<file path="src/rtl/buzzer_arbiter.sv">
// Quiz-round buzzer front end: synchronises and debounces four player buttons,
// grants the first press with a rotating priority, and snapshots the winner's switches.
module buzzer_arbiter #(
   parameter int DEBOUNCE_CYCLES = 16,
   parameter int TIMEOUT_CYCLES  = 0,
   parameter int CNT_W           = 24
) (
   input  logic        clk,
   input  logic        reset,
   input  logic [3:0]  btn,
   input  logic [31:0] sw_all,
   input  logic        arm,
   input  logic        ack,
   output logic        armed,
   output logic        input_valid,
   output logic [1:0]  first_player,
   output logic [7:0]  switch_value,
   output logic        timeout
);

   localparam int               DB_W     = $clog2(DEBOUNCE_CYCLES + 1);
   localparam logic [DB_W-1:0]  DB_LAST  = DB_W'(DEBOUNCE_CYCLES - 1);
   localparam logic             TMO_EN   = (TIMEOUT_CYCLES > 0);
   localparam logic [CNT_W-1:0] TMO_LAST = CNT_W'((TIMEOUT_CYCLES > 0) ? TIMEOUT_CYCLES - 1 : 0);

   typedef enum logic [1:0] {
      ST_IDLE,
      ST_ARMED,
      ST_CAPTURED
   } state_t;

   logic [3:0]  btn_meta_reg;
   logic [3:0]  btn_sync_reg;
   logic [31:0] sw_meta_reg;
   logic [31:0] sw_sync_reg;
   logic [3:0]  press;
   logic [7:0]  sw_slice [4];

   always_ff @(posedge clk or posedge reset) begin
      if (reset) begin
         btn_meta_reg <= '0;
         btn_sync_reg <= '0;
         sw_meta_reg  <= '0;
         sw_sync_reg  <= '0;
      end else begin
         btn_meta_reg <= btn;
         btn_sync_reg <= btn_meta_reg;
         sw_meta_reg  <= sw_all;
         sw_sync_reg  <= sw_meta_reg;
      end
   end

   // Per-player debouncer; press_reg is a registered one-cycle rising-edge pulse
   // of the debounced level, so the FSM reacts one edge after the level flips.
   genvar gi;
   generate
      for (gi = 0; gi < 4; gi++) begin : g_player
         logic [DB_W-1:0] cnt_reg;
         logic [DB_W-1:0] cnt_next;
         logic            level_reg;
         logic            level_next;
         logic            press_reg;

         always_comb begin
            cnt_next   = '0;
            level_next = level_reg;
            if (btn_sync_reg[gi] != level_reg) begin
               if (cnt_reg == DB_LAST) begin
                  level_next = ~level_reg;
               end else begin
                  cnt_next = cnt_reg + 1'b1;
               end
            end
         end

         always_ff @(posedge clk or posedge reset) begin
            if (reset) begin
               cnt_reg   <= '0;
               level_reg <= 1'b0;
               press_reg <= 1'b0;
            end else begin
               cnt_reg   <= cnt_next;
               level_reg <= level_next;
               press_reg <= level_next & ~level_reg;
            end
         end

         assign press[gi]    = press_reg;
         assign sw_slice[gi] = sw_sync_reg[8*gi +: 8];
      end
   endgenerate

   // First requester at or above the pointer, wrapping 3 -> 0.
   function automatic logic [1:0] pick_winner(input logic [3:0] req, input logic [1:0] ptr);
      logic [1:0] idx;
      logic       found;
      pick_winner = ptr;
      found       = 1'b0;
      for (int k = 0; k < 4; k++) begin
         idx = ptr + 2'(k);
         if (!found && req[idx]) begin
            pick_winner = idx;
            found       = 1'b1;
         end
      end
   endfunction

   state_t           state_reg;
   state_t           state_next;
   logic [CNT_W-1:0] tmo_cnt_reg;
   logic [CNT_W-1:0] tmo_cnt_next;
   logic [1:0]       ptr_reg;
   logic [1:0]       ptr_next;
   logic [1:0]       first_player_reg;
   logic [1:0]       first_player_next;
   logic [7:0]       switch_value_reg;
   logic [7:0]       switch_value_next;
   logic             timeout_reg;
   logic             timeout_next;
   logic [1:0]       winner;

   assign winner = pick_winner(press, ptr_reg);

   always_ff @(posedge clk or posedge reset) begin
      if (reset) begin
         state_reg        <= ST_IDLE;
         tmo_cnt_reg      <= '0;
         ptr_reg          <= '0;
         first_player_reg <= '0;
         switch_value_reg <= '0;
         timeout_reg      <= 1'b0;
      end else begin
         state_reg        <= state_next;
         tmo_cnt_reg      <= tmo_cnt_next;
         ptr_reg          <= ptr_next;
         first_player_reg <= first_player_next;
         switch_value_reg <= switch_value_next;
         timeout_reg      <= timeout_next;
      end
   end

   always_comb begin
      state_next        = state_reg;
      tmo_cnt_next      = tmo_cnt_reg;
      ptr_next          = ptr_reg;
      first_player_next = first_player_reg;
      switch_value_next = switch_value_reg;
      timeout_next      = 1'b0;
      case (state_reg)
         ST_IDLE: begin
            if (arm) begin
               state_next   = ST_ARMED;
               tmo_cnt_next = '0;
            end
         end
         ST_ARMED: begin
            // A press on the expiry edge still wins over the timeout.
            if (|press) begin
               state_next        = ST_CAPTURED;
               first_player_next = winner;
               switch_value_next = sw_slice[winner];
               ptr_next          = winner + 2'd1;
            end else if (TMO_EN && (tmo_cnt_reg == TMO_LAST)) begin
               state_next   = ST_IDLE;
               timeout_next = 1'b1;
            end else begin
               tmo_cnt_next = tmo_cnt_reg + 1'b1;
            end
         end
         ST_CAPTURED: begin
            if (ack) begin
               state_next = ST_IDLE;
            end
         end
         default: begin
            state_next = ST_IDLE;
         end
      endcase
   end

   assign armed        = (state_reg == ST_ARMED);
   assign input_valid  = (state_reg == ST_CAPTURED);
   assign first_player = first_player_reg;
   assign switch_value = switch_value_reg;
   assign timeout      = timeout_reg;

endmodule

</file>
<file path="config.mk">
export PLATFORM = sky130hd
export DESIGN_NAME = buzzer_arbiter
export DESIGN_NICKNAME = d
export VERILOG_FILES = /design/src/rtl/buzzer_arbiter.sv
export SDC_FILE = /design/constraint.sdc
export NUM_CORES = 1
export LEC_CHECK = 0
export CORE_ASPECT_RATIO = 1.2
export CORE_MARGIN = 2
export CORE_UTILIZATION = 40
export DETAILED_ROUTE_END_ITERATION = 10
export GPL_TIMING_DRIVEN = 0
export SYNTH_ARGS = -nofsm -noshare
export SYNTH_HDL_FRONTEND = slang
export SYNTH_SLANG_ARGS = --single-unit
</file>
<file path="constraint.sdc">
create_clock -name clk -period 8.9 [get_ports clk]
set_input_delay 0.89 -clock clk [delete_from_list [all_inputs] [get_ports clk]]
set_output_delay 0.89 -clock clk [all_outputs]
set_load 0.02 [all_outputs]
</file>
==> qor.csv <==
stage,metric,value,unit
sta,crit path time final,2.54,ns
global_route,met3 Resource Use GR,5.10,%
die,Die ar.,10600,um^2
logic_synthesis,Mapped Nets,307,
placement,IO buf count,51,
die,FP Rows,39,
sta,setup total negative slack,0,ns
global_route,busiest layer in global routing,met2,
logic_synthesis,Mapped Area,3920,um^2
die,die height,112,um
worst_setup_path,CP Max Fanout,3,
pwr,Pint,0.00103,W
sta,unrepaired setup endpoints after global routing,false,
placement,HPWL Detailed,4.22,mm
die,width of the die,94.4,um
final_layout,layout cells sized above 1,15.3,%
global_route,total grt overflow,0,
sta,final hold vios,0,
status,status,"complete, no violations",
clock_network,Worst-Skew Late Latency,0.40,ns
global_route,met2 Use GR,21.6,%
logic_synthesis,Netlist cell types,38,
sta,Tightest Pin Transition,0.586,ns
worst_hold_path,worst min path class,reg2reg,
detailed_routing,1st-iter DRT viols,89,
clock_network,TritonCTS Sinks,114,
detailed_routing,DR pass1 iterations,4,
die,I/O pin count,53,
clock_network,Clock Path Buffers,2,
sta,endpoints failing setup,0,
logic_synthesis,Mapped Avg Cell Area,14.9,um^2
clock_network,htree depth,4,
logic_synthesis,"area leader, netlist",dfrtp_1,
detailed_routing,Via density,4.72,
pwr,maximum vdd drop,0.000179,V
worst_setup_path,CP Capture Type,output port,
clock_network,Post-CTS Setup Inserts,0,
pwr,Logic pwr share,3.3,%
logic_synthesis,Mapped Cells,263,
logic_synthesis,ranking of synthesized cells by area,"dfrtp_1 73%, mux2i_1 2.3%, o221ai_1 1.8%, xor2_1 1.6%, a21boi_0 1.5%",
sta,fin. max-slew vios,0,
placement,Placed Instance Area,4610,um^2
final_layout,Area Overhead vs Synth,33.4,%
logic_synthesis,"Seq/Total Area, Yosys",72.8,%
worst_setup_path,R2R setup slack,7.02,ns
global_route,pin count of the biggest net entering global routing,69,
die,Initial Util,41.2,%
detailed_routing,overall routed net length,6.46,mm
sta,Clock Skews,0.00624,ns
global_route,vias in the first global route,2334,
worst_setup_path,CP Cell Sequence,nor2b_1 > clkdlybuf4s50_1,
flow_run,Max-cap violations,0,
sta,fmax,0.394,GHz
clock_network,Post-CTS Hold Buffers,0,
worst_setup_path,crit path DAT,1.65,ns
pwr,Switching Power,0.000243,W
clock_network,Root Driver,clkbuf_16,
worst_setup_path,Required @ worst endpoint,8.01,ns
clock_network,CTS buffer count,17,
final_layout,nets,378,
pwr,Net Sw Frac,19.1,%
logic_synthesis,yosys warns,0,
placement,gp weighted congestion,0.767,
sta,crit share post-route,28.5,%
logic_synthesis,synthesis-stage register bit count,114,
global_route,GRT Overall Usage,14.2,%
final_layout,antenna cells,0,
worst_setup_path,Crit path largest cell delay,0.65,ns
die,core footprint,9520,um^2
worst_setup_path,Setup crit start kind,flip-flop,
pwr,Clock power frac,53.6,%
detailed_routing,DRC viols,0,
pwr,total chip power,0.00127,W
global_route,met1 Resource Use GR,17.4,%
detailed_routing,Routed Antenna Nets,0,
final_layout,fin cells,469,
placement,Placed Cells,438,
logic_synthesis,top-area cell type share of the netlist area,72.8,%
final_layout,final instance area,5230,um^2
global_route,initial antenna violation count,0,
clock_network,PostCTS Resize Cnt,0,
pwr,Power Dens Cells,244,nW/um^2
detailed_routing,vias post-DR,2213,
worst_setup_path,Top delay family on crit path,buffers and inverters,
sta,max_slew headroom,61.0,%
worst_setup_path,Worst Path Buf+Inv,1,
clock_network,CTS tree,yes,
clock_network,Worst-path clk slew,0.05,ns
pwr,sequential power share,43.1,%
worst_setup_path,"slowest stage cell, crit path",clkdlybuf4s50_1,
global_route,global-route wire length before repair,11.0,mm
pwr,P_leak,2.30,nW
detailed_routing,WL/cell,13.8,um
final_layout,FILL cells,798,
worst_setup_path,crit path kind,reg2out,
[layer usage]
metal,routed length (um),vias up
li1,-,1057
met5,0,-
met4,130,0
met2,3220,46
met1,2790,1097
met3,322,13
[kinds of logic after synthesis]
family	Yosys count	synth area share (%)
adder cells (fa/ha/maj)	4	1.28
buffers and inverters	14	2.08
AO/OA/AOI/OAI	50	9.58
flip-flops	114	72.8
XOR/XNOR	11	2.46
AND/OR/NAND/NOR	55	7.98
other	1	0.0957
multiplexers	14	3.74
[cells in the mapped netlist, drive strengths merged]
| master | number |
|---|---|
| o21ai | 16 |
| inv | 8 |
| nor3b | 4 |
| mux2i | 9 |
| a21boi | 8 |
| o2111ai | 1 |
| or3 | 1 |
| nor4b | 2 |
| o221ai | 8 |
| or2b | 1 |
| nand2b | 3 |
| a21o | 2 |
| buf | 6 |
| nor4 | 1 |
| a21oi | 5 |
| nand3 | 9 |
| dfrtp | 114 |
| nor2 | 15 |
| conb | 1 |
| xor2 | 7 |
| nor2b | 7 |
| a31o | 9 |
| nand4b | 2 |
| o31ai | 1 |
| mux2 | 5 |
| nand2 | 5 |
| xnor2 | 4 |
| and2b | 1 |
| ha | 4 |
| and3 | 2 |
| and2 | 2 |
[worst register-to-register path: cells and delay by family (launching register included)]
| family | cells | cell delay (ns) |
|---|---|---|
| AOI/OAI and AO/OA | 3 | 0.41 |
| DFF | 1 | 0.41 |
| buffers and inverters | 1 | 0.16 |
| and+or+nand+nor | 2 | 0.84 |
[cells in the final DEF (no fill, tap or decap), types with 3 or more instances in the layout]
master / instances
dfrtp_1: 114
clkdlybuf4s50_1: 51
clkbuf_16: 17
nor2_1: 15
nand3_1: 9
mux2i_1: 9
a21boi_0: 8
o221ai_1: 8
o21ai_1: 8
inv_1: 7
nor2b_1: 7
o21ai_0: 7
xor2_1: 7
a31o_2: 6
a21oi_1: 5
mux2_2: 5
xnor2_1: 4
nor3b_1: 4
nand2_1: 4
ha_1: 4
clkbuf_8: 4
nand2b_1: 3
buf_6: 3
bufinv_16: 3
clkinvlp_4: 3
[path summary, 6_finish.rpt]
path,endpoint,depth (start not counted),startpoint
setup / recovery,armed,2,state_reg[1]$_DFFE_PP0P_
hold reg to reg,btn_sync_reg[1]$_DFF_PP0_,0,btn_meta_reg[1]$_DFF_PP0_
setup reg to reg,switch_value[1]$_DFFE_PP0P_,6,g_player[0].press_reg$_DFF_PP0_
max in group asynchronous,sw_meta_reg[14]$_DFF_PP0_,3,reset
min in group asynchronous,btn_meta_reg[0]$_DFF_PP0_,2,reset
hold / removal,btn_sync_reg[1]$_DFF_PP0_,0,btn_meta_reg[1]$_DFF_PP0_
[stage by stage]
stage | setup slack [ns] | utilization, % | hold WS [ns]
final | 6.36 | 54.9 | 0.340
after global routing | 6.28 | 54.9 | 0.344
after CTS | 6.34 | 54.9 | 0.342
after detailed placement | 6.78 | 48.5 | 0.335
after global placement | 3.52 | 48.2 | 0.332
after floorplan | 4.99 | - | 0.331
[cell type report]
type	instances	area, um^2	share of cell area (%)
buffer	6	51.3	0.981
clock buffer	23	488	9.33
clock inverter	8	126	2.42
inverter	8	32.5	0.622
multi-input combinational	135	985	18.8
sequential	114	2850	54.6
tap	123	154	2.94
timing repair buffer	52	538	10.3
[power groups by stage]
| stage | logic (W) | clock network [W] | registers [W] |
|---|---|---|---|
| finish | 0.0000424 | 0.000683 | 0.000550 |
| global route | 0.0000491 | 0.000727 | 0.000551 |
| CTS | 0.0000440 | 0.000698 | 0.000550 |
| detailed placement | 0.0000437 | 0 | 0.000558 |
| global placement | 0.0000410 | 0 | 0.000557 |
| floorplan | 0.0000191 | 0 | 0.000556 |
No activity file was read; power rests on OpenSTA's default activity.
